### src/rtl/pwd_pkg.sv
// rtl/pwd_pkg.sv - shared state encoding and default code for the password lock
package pwd_pkg;

    localparam int DEF_CODE_W = 4;
    localparam logic [DEF_CODE_W-1:0] DEF_CODE = 4'b1001;

    localparam logic [1:0] S_COLLECT = 2'd0;
    localparam logic [1:0] S_CHECK   = 2'd1;
    localparam logic [1:0] S_UNLOCK  = 2'd2;
    localparam logic [1:0] S_LOCKOUT = 2'd3;

    typedef enum logic [1:0] {
        ST_COLLECT = S_COLLECT,
        ST_CHECK   = S_CHECK,
        ST_UNLOCK  = S_UNLOCK,
        ST_LOCKOUT = S_LOCKOUT
    } state_t;

    function automatic int max2(input int a, input int b);
        return (a > b) ? a : b;
    endfunction

endpackage

### src/rtl/pwd_lock_ctrl_if.sv
// rtl/pwd_lock_ctrl_if.sv - entry/status bundle between the keypad side and the lock
interface pwd_lock_ctrl_if #(
    parameter int CODE_W = pwd_pkg::DEF_CODE_W
);
    logic              in;
    logic              in_valid;
    logic              abort;
    logic              set_code;
    logic [CODE_W-1:0] code_in;
    logic              out;
    logic              lockout;
    logic [1:0]        fail_cnt;

    modport master (
        output in, in_valid, abort, set_code, code_in,
        input  out, lockout, fail_cnt
    );

    modport slave (
        input  in, in_valid, abort, set_code, code_in,
        output out, lockout, fail_cnt
    );
endinterface

### src/rtl/pwd_timer.sv
// rtl/pwd_timer.sv - shared down-counter for the unlock and lockout windows
module pwd_timer #(
    parameter int W = 5
) (
    input  logic         clk,
    input  logic         rst_n,
    input  logic         load,
    input  logic [W-1:0] load_val,
    input  logic         dec,
    output logic         zero
);
    logic [W-1:0] count;

    always_ff @(posedge clk) begin
        if (!rst_n) begin
            count <= '0;
        end else if (load) begin
            count <= load_val;
        end else if (dec && (count != '0)) begin
            count <= count - W'(1);
        end
    end

    assign zero = (count == '0);
endmodule

### src/rtl/pwd_lock_ctrl.sv
// rtl/pwd_lock_ctrl.sv - serial password lock with fail counting and timed lockout
module pwd_lock_ctrl
    import pwd_pkg::*;
#(
    parameter int                CODE_W         = DEF_CODE_W,
    parameter logic [CODE_W-1:0] DEFAULT_CODE   = CODE_W'(DEF_CODE),
    parameter int                MAX_FAILS      = 3,
    parameter int                UNLOCK_CYCLES  = 8,
    parameter int                LOCKOUT_CYCLES = 16
) (
    input  logic            clk,
    input  logic            rst_n,
    pwd_lock_ctrl_if.slave  bus
);
    localparam int TW = $clog2(max2(UNLOCK_CYCLES, LOCKOUT_CYCLES) + 1);
    localparam int BW = $clog2(CODE_W + 1);
    localparam logic [BW-1:0] LAST_BIT   = BW'(CODE_W - 1);
    localparam logic [1:0]    FAIL_LIMIT = 2'(MAX_FAILS);

    state_t            state;
    logic [CODE_W-1:0] entry;
    logic [CODE_W-1:0] code;
    logic [BW-1:0]     bit_cnt;
    logic [1:0]        fail_cnt;
    logic              out_r;
    logic              lockout_r;

    logic              match;
    logic              t_load;
    logic              t_dec;
    logic              t_zero;
    logic [TW-1:0]     t_val;

    assign match  = (entry == code);
    // Loaded while checking so the window count starts on the first open/locked cycle.
    assign t_load = (state == ST_CHECK);
    assign t_val  = match ? TW'(UNLOCK_CYCLES - 1) : TW'(LOCKOUT_CYCLES - 1);
    assign t_dec  = (state == ST_UNLOCK) || (state == ST_LOCKOUT);

    pwd_timer #(.W(TW)) u_timer (
        .clk      (clk),
        .rst_n    (rst_n),
        .load     (t_load),
        .load_val (t_val),
        .dec      (t_dec),
        .zero     (t_zero)
    );

    always_ff @(posedge clk) begin
        if (!rst_n) begin
            state     <= ST_COLLECT;
            entry     <= '0;
            bit_cnt   <= '0;
            fail_cnt  <= '0;
            code      <= DEFAULT_CODE;
            out_r     <= 1'b0;
            lockout_r <= 1'b0;
        end else begin
            case (state)
                ST_COLLECT: begin
                    if (bus.abort) begin
                        entry   <= '0;
                        bit_cnt <= '0;
                    end else if (bus.in_valid) begin
                        entry <= {entry[CODE_W-2:0], bus.in};
                        if (bit_cnt == LAST_BIT) begin
                            bit_cnt <= '0;
                            state   <= ST_CHECK;
                        end else begin
                            bit_cnt <= bit_cnt + BW'(1);
                        end
                    end
                end
                ST_CHECK: begin
                    entry <= '0;
                    if (match) begin
                        state    <= ST_UNLOCK;
                        out_r    <= 1'b1;
                        fail_cnt <= '0;
                    end else if ((fail_cnt + 2'd1) >= FAIL_LIMIT) begin
                        state     <= ST_LOCKOUT;
                        lockout_r <= 1'b1;
                        fail_cnt  <= FAIL_LIMIT;
                    end else begin
                        state    <= ST_COLLECT;
                        fail_cnt <= fail_cnt + 2'd1;
                    end
                end
                ST_UNLOCK: begin
                    if (bus.set_code) begin
                        code <= bus.code_in;
                    end
                    if (t_zero) begin
                        state <= ST_COLLECT;
                        out_r <= 1'b0;
                    end
                end
                ST_LOCKOUT: begin
                    if (t_zero) begin
                        state     <= ST_COLLECT;
                        lockout_r <= 1'b0;
                        fail_cnt  <= '0;
                    end
                end
                default: state <= ST_COLLECT;
            endcase
        end
    end

    assign bus.out      = out_r;
    assign bus.lockout  = lockout_r;
    assign bus.fail_cnt = fail_cnt;
endmodule
### src/flat_wrapper.sv
// flat-port wrapper written by rule: the top's interface ports become plain ports
module pwd_lock_ctrl_flat import pwd_pkg::*;
#(
    parameter int                CODE_W         = DEF_CODE_W,
    parameter logic [CODE_W-1:0] DEFAULT_CODE   = CODE_W'(DEF_CODE),
    parameter int                MAX_FAILS      = 3,
    parameter int                UNLOCK_CYCLES  = 8,
    parameter int                LOCKOUT_CYCLES = 16
)
  (clk, rst_n, bus_in, bus_in_valid, bus_abort, bus_set_code, bus_code_in, bus_out, bus_lockout, bus_fail_cnt);
  pwd_lock_ctrl_if #(.CODE_W(CODE_W)) bus_i ();
  input  logic clk;
  input  logic rst_n;
  input wire logic [$bits(bus_i.in)-1:0] bus_in;
  input wire logic [$bits(bus_i.in_valid)-1:0] bus_in_valid;
  input wire logic [$bits(bus_i.abort)-1:0] bus_abort;
  input wire logic [$bits(bus_i.set_code)-1:0] bus_set_code;
  input wire logic [$bits(bus_i.code_in)-1:0] bus_code_in;
  output wire logic [$bits(bus_i.out)-1:0] bus_out;
  output wire logic [$bits(bus_i.lockout)-1:0] bus_lockout;
  output wire logic [$bits(bus_i.fail_cnt)-1:0] bus_fail_cnt;
  assign bus_i.in = bus_in;
  assign bus_i.in_valid = bus_in_valid;
  assign bus_i.abort = bus_abort;
  assign bus_i.set_code = bus_set_code;
  assign bus_i.code_in = bus_code_in;
  assign bus_out = bus_i.out;
  assign bus_lockout = bus_i.lockout;
  assign bus_fail_cnt = bus_i.fail_cnt;
  pwd_lock_ctrl #(.CODE_W(CODE_W), .DEFAULT_CODE(DEFAULT_CODE), .MAX_FAILS(MAX_FAILS), .UNLOCK_CYCLES(UNLOCK_CYCLES), .LOCKOUT_CYCLES(LOCKOUT_CYCLES)) u_core (.clk(clk), .rst_n(rst_n), .bus(bus_i));
endmodule
### config.mk
export PLATFORM = sky130hd
export DESIGN_NAME = pwd_lock_ctrl_flat
export DESIGN_NICKNAME = d
export VERILOG_FILES = /design/src/rtl/pwd_pkg.sv /design/src/rtl/pwd_lock_ctrl_if.sv /design/src/rtl/pwd_timer.sv /design/src/rtl/pwd_lock_ctrl.sv /design/src/flat_wrapper.sv
export SDC_FILE = /design/constraint.sdc
export NUM_CORES = 1
export LEC_CHECK = 0
export CAP_MARGIN = 10
export CORE_AREA = 2 2 47 93
export DETAILED_ROUTE_END_ITERATION = 10
export DIE_AREA = 0 0 49 95
export DONT_BUFFER_PORTS = 1
export RECOVER_POWER = 50
export SLEW_MARGIN = 40
export SYNTH_ARGS = -nofsm -noshare
export SYNTH_HDL_FRONTEND = slang
export SYNTH_SLANG_ARGS = --single-unit
### constraint.sdc
create_clock -name clk -period 5.1 [get_ports clk]
set_input_delay 1.02 -clock clk [delete_from_list [all_inputs] [get_ports clk]]
set_output_delay 1.02 -clock clk [all_outputs]
set_load 0.01 [all_outputs]
### After elaboration in Yosys (flattened, before gate mapping)

Index checks and enable logic that the tools add are counted.

* register bits after elaboration: 22
* output and inout port bits: 4
* input bits: 10

* add/sub/neg operators: 3
* eq/ne operators: 15
* magnitude comparators: 1
* muxes and demuxes: 25
* reduce and logical (&&, ||, !) cells: 18

Operator list (number)
* 2-bit two-way mux: 8
* 4-bit two-way mux: 3
* 5-bit two-way mux: 2
* 2-bit by 1-bit inequality test with 1-bit output, second input constant: 5
* 2-bit nonzero test: 5
* 3-bit two-way mux: 3
* 2-bit inequality test, second input constant: 4
* 4-bit case mux with 2 select lines: 1
* 2-bit AND reduction: 4
* 4-bit AND reduction: 2
* 2-bit case mux with 3 select lines: 1
* 5-bit logical NOT: 1
* 5-bit nonzero test: 1
* 5-bit by 1-bit subtractor with 5-bit output, second input constant: 1
* 2-bit equality test, second input constant: 2
* 4-bit equality test: 1
* 1-bit two-way mux: 4
* 1-bit case mux with 2 select lines: 2
* 2-bit case mux with 2 select lines: 1
* 3-bit by 1-bit adder with 3-bit output, second input constant: 1
* 3-bit by 2-bit equality test with 1-bit output, second input constant: 1
* 3-bit inequality test, second input constant: 1
* 3-bit AND reduction: 1
* 2-bit by 1-bit adder with 2-bit output, second input constant: 1
* other kinds (6): 6

### Logic depth before layout (Yosys ltp)

Gate-level depths: netlist (run 1).

* depth after elaboration: 5
* gate-level depth with buffers: 7
* depth with buffers taken out: 6

### By module

From an unflattened synthesis (run 1), not the netlist that was laid out.

* cell total of the unflattened synthesis: 119
* area total of the unflattened synthesis: 1087.3 um^2

Modules (own cells, without submodules)
* pwd_lock_ctrl: cells each 82, times used 1, area an instance 788.3 um^2
* pwd_timer: cells each 37, times used 1, area an instance 299.0 um^2

### Worst setup path after synthesis (run 1)

Ideal clock, no wire load.

* path type: input to register
* from: input port bus_abort
* to: register u_core.entry[0]
* cell stages on the path: 5
* setup time: 0.065 ns
* setup slack: 2.999 ns
* arrival time: 2.036 ns
* path buffers: 1
* path through: clkbuf_1 -> o21ai_1 -> a21boi_0 -> a21oi_1 -> nor2_1

* cells in the longest elaborated chain, start to end: 2
* elaborated cells on any way between the ends: 4
* those cells by class: 1 x eq/ne; 2 x mux; 1 x reduce/logical

RTL lines
* from (decl): line flat_wrapper.sv:16 `input wire logic [$bits(bus_i.abort)-1:0] bus_abort;`
* 4-bit two-way mux or 3-bit inequality test (tied branches)
* 4-bit case mux with 2 select lines or 2-bit AND reduction (tied branches)
* to (signal assigned): line pwd_lock_ctrl.sv:65 `entry <= {entry[CODE_W-2:0], bus.in};`
* to (decl): line pwd_lock_ctrl.sv:21 `logic [CODE_W-1:0] entry;`

Several ways; a longest one is shown, not always the timed one.
A chain may end at the register's enable or synchronous reset.

### Worst setup path in the final report (run 1)

* from: register u_core.state[0]
* to: register u_core.u_timer.count[3]

* cells in the longest elaborated chain, start to end: 4
* elaborated cells on any way between the ends: 7
* those cells by class: 3 x eq/ne; 1 x mux; 3 x reduce/logical

RTL lines
* from (decl): line pwd_lock_ctrl.sv:20 `state_t state;`
* from (signal assigned): line pwd_lock_ctrl.sv:51 `state <= ST_COLLECT;`
* from (signal assigned): line pwd_lock_ctrl.sv:68 `state <= ST_CHECK;`
* from (signal assigned): line pwd_lock_ctrl.sv:77 `state <= ST_UNLOCK;`
* 2-bit equality test: line pwd_lock_ctrl.sv:38 `assign t_dec = (state == ST_UNLOCK) || (state == ST_LOCKOUT);`
* 1-bit logical OR: line pwd_lock_ctrl.sv:38
* 1-bit logical AND: line pwd_timer.sv:19 `end else if (dec && (count != '0)) begin`
* 2-bit nonzero test (no line)
* to (signal assigned): line pwd_timer.sv:18 `count <= load_val;`
* to (signal assigned): line pwd_timer.sv:20 `count <= count - W'(1);`
* to (decl): line pwd_timer.sv:12 `logic [W-1:0] count;`

Several ways; a longest one is shown, not always the timed one.

==> metrics.yaml, run 1 <==
outcome: "completed"
crit_arrival_ps: 2020
cp-end-kind: "flip-flop"
wl_met1_mm: 1.07
ys_ff_latch: 22
slowest_delay_ps: 390
final_common_cell: "dfxtp_1"
viasPerCell: 5.13
coreArea_mm2: 0.00401
clock_path_buffers: 2
dr_wl_met2_mm: 1.06
hold_start: "u_core.bit_cnt[1]"
antenna_left: 0
fin_nets: 146
max-cap-violations: 0
startpoint: "u_core.state[0]"
ff_latch_area_um2: 440
synth.avg_cell_area_um2: 8.75
cp-start-kind: "flip-flop"
fin_cells: 180
place_inst: 176
final_cell_mix: "22 x dfxtp_1, 15 x a21oi_1, 11 x nand2_1, 8 x inv_1, 8 x nand3_1"
max-vdd-ir-drop_mv: 0.149
max_freq_mhz: 536
grt_max_degree: 18
multi_input_area_um2: 633
crit_chain: "inv_1, ha_1, nor2_1, nor2_1, and4_1, a2111oi_2"
cts_setup_buffers: 0
start_util: 0.284
slew_headroom: 0.653
rsz0062_at_grt: "false"
chipHeight_um: 95
path_delay_family: "simple AND/OR/NAND/NOR gates"
area_growth_pct: 7.92
path_max_fanout: 8
wl_met3_um: 92
h-tree-depth: 1
fp-row-count: 33
drive_gt1_frac: 0.0547
hold_buffers: 0
cts_tree: "done"
clk_latency_ps: 260
wl_mm: 2.24
setup_tns_ps: 0
nFillCells: 437
path_clk_slew_ps: 80
power_mw: 0.365
timing.rr.start: "u_core.state[0]"
path_buf_inv: 1
slowest_stage: "dfxtp_1"
top_layer: "met4"
wire_per_inst_um: 12.5
gp_congestion: 0.741
synth_area_mm2: 0.00114
antenna_found_initial: 0
cts.sinks: 22
setup_viol: 0
synth_warnings: 0
die_area_mm2: 0.00466
ys_top_cells_by_area: "dfxtp_1 39%, ha_1 7.7%, a21oi_1 6.6%"
root_buffer: "clkbuf_8"
fin_crit_sh: 0.366
cts_buffers: 3
drt-pass1-iter-count: 4
synth_top_area_frac: 0.387
grt_pass1_vias: 870
skew_ps: 1.45
cts_resized: 0
diodes: 0
grt_use_total: 0.103
die_w_um: 49
hold_viol: 0
path_common_cell: "nor2_1"
grt_pass1_wl_mm: 3.77
syn_inst: 130
num_vias: 923
drc_errors: 0
slew_viol_final: 0
synth_nets: 147
drt_iter0_drc: 22
synth_top_area_cell: "dfxtp_1"
power_density_mw_per_mm2: 298
fin_util: 0.306
io_pins: 14
cp.required_ps: 5250
yosysSeqAreaShare: 0.387
hpwl_mm: 1.66
overflow: 0
worstHoldPathType: "reg -> reg"
worstSetupPathType: "reg -> reg"
fin_crit_ps: 1860
synth_cell_type_count: 38
leakage_nw: 0.427
tightest_slew_ps: 521
io_buffers: 0
[worst register-to-register path: stages, from the launching register on]
cell	delay, ps
dfxtp_1	390
inv_1	90
ha_1	310
nor2_1	350
nor2_1	150
and4_1	220
a2111oi_2	260
[cell families after synthesis]
logic type,after synthesis,share of synthesized area
xor gates and xnor gates,6,0.0462
buffers and inverters,15,0.0561
DFF,22,0.387
AOI/OAI and AO/OA,32,0.182
and+or+nand+nor,48,0.252
adders and majority gates,7,0.0770
[final timing paths]
kind,to,slack [ps],depth (start not counted)
worst max-delay path,u_core.u_timer.count[3],3240,6
worst min-delay path,u_core.bit_cnt[1],460,2
worst max register to register,u_core.u_timer.count[3],3240,6
worst min register to register,u_core.bit_cnt[1],460,2
[layout make-up]
class	instances	area share
Clock buffer	4	0.0449
Inverter	9	0.0275
Multi-Input combinational cell	93	0.516
Tap cell	52	0.0530
Sequential cell	22	0.359
[cells in the mapped netlist]
library cell / count
dfxtp_1: 22
a21oi_1: 15
nand2_1: 11
inv_1: 8
nand3_1: 8
ha_1: 7
nor2_1: 7
xnor2_1: 6
clkbuf_1: 5
nor4b_1: 5
nor3_1: 4
a31oi_1: 3
o21ai_0: 3
and4_1: 2
a2111o_1: 1
a2111oi_2: 1
a211oi_1: 1
a21boi_0: 1
buf_6: 1
clkinv_1: 1
nand2b_1: 1
nand3b_1: 1
nand4_1: 1
nand4b_1: 1
nor2b_1: 1
nor3b_1: 1
nor4b_4: 1
nor4bb_1: 1
o2111ai_1: 1
o211a_1: 1
o211ai_1: 1
o21ai_1: 1
o22a_1: 1
o31ai_1: 1
o32ai_1: 1
or3_1: 1
or3_2: 1
or4_1: 1
[power by group]
part | leakage [nW] | total (mW) | internal [mW] | switching [mW]
Clock | 0.0288 | 0.122 | 0.0687 | 0.0534
Combinational | 0.219 | 0.0529 | 0.0225 | 0.0304
Sequential | 0.179 | 0.190 | 0.180 | 0.0101
Total | 0.427 | 0.365 | 0.271 | 0.0938
[state kept, by name, summed over array words and instances (netlist names)]
signal	flops
u_core.bus.lockout	1
u_core.code	4
u_core.u_timer.count	5
u_core.entry	4
u_core.bus.out	1
u_core.state	2
u_core.bus.fail_cnt	2
u_core.bit_cnt	3
[routing by layer]
layer	vias to the layer above	track usage
li1	466	-
met1	435	0.129
met2	20	0.169
met3	2	0.0158
met4	0	0.0524
met5	-	0
[metrics by stage]
stage | hold WS (ps) | setup WS, ps | cell area (µm²)
after floorplan | 436 | 3000 | 1140
after global placement | 457 | 3030 | 1170
after detailed placement | 455 | 2980 | 1170
after CTS | 468 | 3230 | 1230
after global routing | 483 | 3050 | 1230
final | 465 | 3240 | 1230
Note: power is estimated with default switching activity, not from simulation.
==> run 2, diff against run 1 <==
==> constraint.sdc (replaced) <==
create_clock -name clk -period 1.9 [get_ports clk]
set_input_delay 0.38 -clock clk [delete_from_list [all_inputs] [get_ports clk]]
set_output_delay 0.38 -clock clk [all_outputs]
set_load 0.01 [all_outputs]
==> metrics.yaml, run 2 (same netlist as run 1, synthesis figures left out) <==
power_frac_seq: 0.516  # was 0.521
hpwl_mm: 1.70  # was 1.66 mm
slew_headroom: 0.707  # was 0.653
setup_viol: 0  # unchanged
clock_path_buffers: 2  # unchanged
antenna_left: 0  # unchanged
cts_buffers: 3  # unchanged
cp-end-kind: "flip-flop"  # unchanged
path_clk_slew_ps: 80  # about the same
wire_per_inst_um: 12.0  # was 12.5 µm
antenna_found_initial: 0  # unchanged
start_util: 0.284  # unchanged
cts_tree: "done"  # unchanged
max_freq_mhz: 590  # was 536 MHz
path_max_fanout: 11  # was 8
h-tree-depth: 1  # unchanged
use_met3: 0.0206  # was 0.0158
io_buffers: 0  # unchanged
skew_ps: 2.99  # was 1.45 ps
fp-row-count: 33  # unchanged
worstHoldPathType: "in -> reg"  # was reg -> reg
drive_gt1_frac: 0.0758  # was 0.0547
hold_depth: 1  # was 2
p_comb_frac: 0.151  # was 0.145
nFillCells: 445  # was 437
drt_iter0_drc: 6  # was 22
overflow: 0  # unchanged
cp.required_ps: 2100  # was 5250 ps
drc_errors: 0  # unchanged
fin_crit_sh: 0.892  # was 0.366
p_int_mw: 0.734  # was 0.271 mW
grt_use_met2: 0.189  # was 0.169
outcome: "completed"  # unchanged
switching_share: 0.257  # about the same
die_w_um: 49  # unchanged
num_vias: 922  # was 923
whs_ps: 188  # was 465 ps
max-cap-violations: 0  # unchanged
place_inst: 180  # was 176
drt-pass1-iter-count: 4  # unchanged
fin_nets: 150  # was 146
tightest_slew_ps: 435  # was 521 ps
grt_use_total: 0.108  # was 0.103
grt.busiest_layer: "met2"  # unchanged
largest_reg_flops: 5  # unchanged
wl_mm: 2.20  # was 2.24 mm
fin_crit_ps: 1690  # was 1860 ps
coreArea_mm2: 0.00401  # unchanged
hold_viol: 0  # unchanged
leakage_nw: 0.440  # was 0.427 nW
largest_register: "u_core.u_timer.count"  # unchanged
area_growth_pct: 10.1  # was 7.92%
die_area_mm2: 0.00466  # unchanged
grt_pass1_wl_mm: 4.00  # was 3.77 mm
final_cell_mix: "22 x dfxtp_1, 15 x a21oi_1, 11 x nand2_1, 8 x inv_1, 8 x nand3_1"  # unchanged
io_pins: 14  # unchanged
cts.sinks: 22  # unchanged
grt_max_degree: 13  # was 18
grt_pass1_vias: 911  # was 870
viasPerCell: 5.01  # was 5.13
rsz0062_at_grt: "false"  # unchanged
cp-start-kind: "flip-flop"  # unchanged
gp_congestion: 0.861  # was 0.741
clock_power_share: 0.333  # was 0.334
fin_cells: 184  # was 180
crit_arrival_ps: 1900  # was 2020 ps
power_density_mw_per_mm2: 789  # was 298 mW/mm²
diodes: 0  # unchanged
final_common_cell: "dfxtp_1"  # unchanged
reg2regPathDepth: 6  # unchanged
reg_top3: "u_core.u_timer.count x5, u_core.code x4, u_core.entry x4"  # unchanged
chipHeight_um: 95  # unchanged
root_buffer: "clkbuf_8"  # unchanged
max-vdd-ir-drop_mv: 0.564  # was 0.149 mV
netSwitchingPower_mw: 0.254  # was 0.0938 mW
slew_viol_final: 0  # unchanged
worstSetupPathType: "reg -> reg"  # unchanged
grt.met1_usage: 0.126  # was 0.129
setup_tns_ps: 0  # unchanged
clk_latency_ps: 260  # about the same
hold_buffers: 0  # unchanged
-- run 2: path summary, 6_finish.rpt --
| path | endpoint | from | slack [ps] |
|---|---|---|---|
| worst max-delay path | u_core.entry[1] | u_core.state[1] | 210 |
| worst min register to register | u_core.bit_cnt[1] | u_core.bit_cnt[1] | 460 |
| worst max register to register | u_core.entry[1] | u_core.state[1] | 210 |
| worst min-delay path | u_core.code[0] | rst_n | 190 |
-- run 2: worst max-delay path: stages, from the launching register on --
cell      delay [ps]
dfxtp_1          390
inv_1            100
ha_1             340
buf_4            220
a21boi_0         360
a21oi_1          140
nor2_1            90
-- run 2: repair_timing --
| item | 4_1_cts | 5_1_grt |
|---|---|---|
| gates resized for setup | 0 | 1 |
| endpoints found under the setup margin | 0 | 1 |
| setup buffers | 0 | 0 |
-- run 2: per-layer routing --
layer / vias up / routed length [µm]
met3: 4 / 90
met2: 17 / 1020
met1: 424 / 1050
li1: 477 / -
met5: - / 0
met4: 0 / 38
-- run 2: power groups by stage --
| stage | registers [mW] | logic [mW] | clock network (mW) |
|---|---|---|---|
| 5_1_grt | 0.515 | 0.171 | 0.365 |
| 2_1_floorplan | 0.516 | 0.122 | 0 |
| 4_1_cts | 0.510 | 0.154 | 0.346 |
| 3_5_place_dp | 0.521 | 0.152 | 0 |
| 3_3_place_gp | 0.521 | 0.150 | 0 |
| 6_report | 0.510 | 0.149 | 0.329 |
-- run 2: metrics by stage --
step	util	power (mW)	worst slack (ps)	instance area, µm²
after global placement	0.300	0.670	269	1200
final	0.313	0.988	206	1250
after detailed placement	0.300	0.674	213	1200
after global routing	0.313	1.05	25.6	1250
after CTS	0.314	1.01	185	1260
after floorplan	-	0.638	233	1140
-- run 2: layout make-up --
| class | count | area, µm² | area share |
|---|---|---|---|
| Sequential cell | 22 | 440 | 0.352 |
| Multi-Input combinational cell | 93 | 636 | 0.507 |
| Timing Repair Buffer | 4 | 22.5 | 0.0180 |
| Clock buffer | 4 | 55.1 | 0.0440 |
| Tap cell | 52 | 65.1 | 0.0519 |
| Inverter | 9 | 33.8 | 0.0270 |
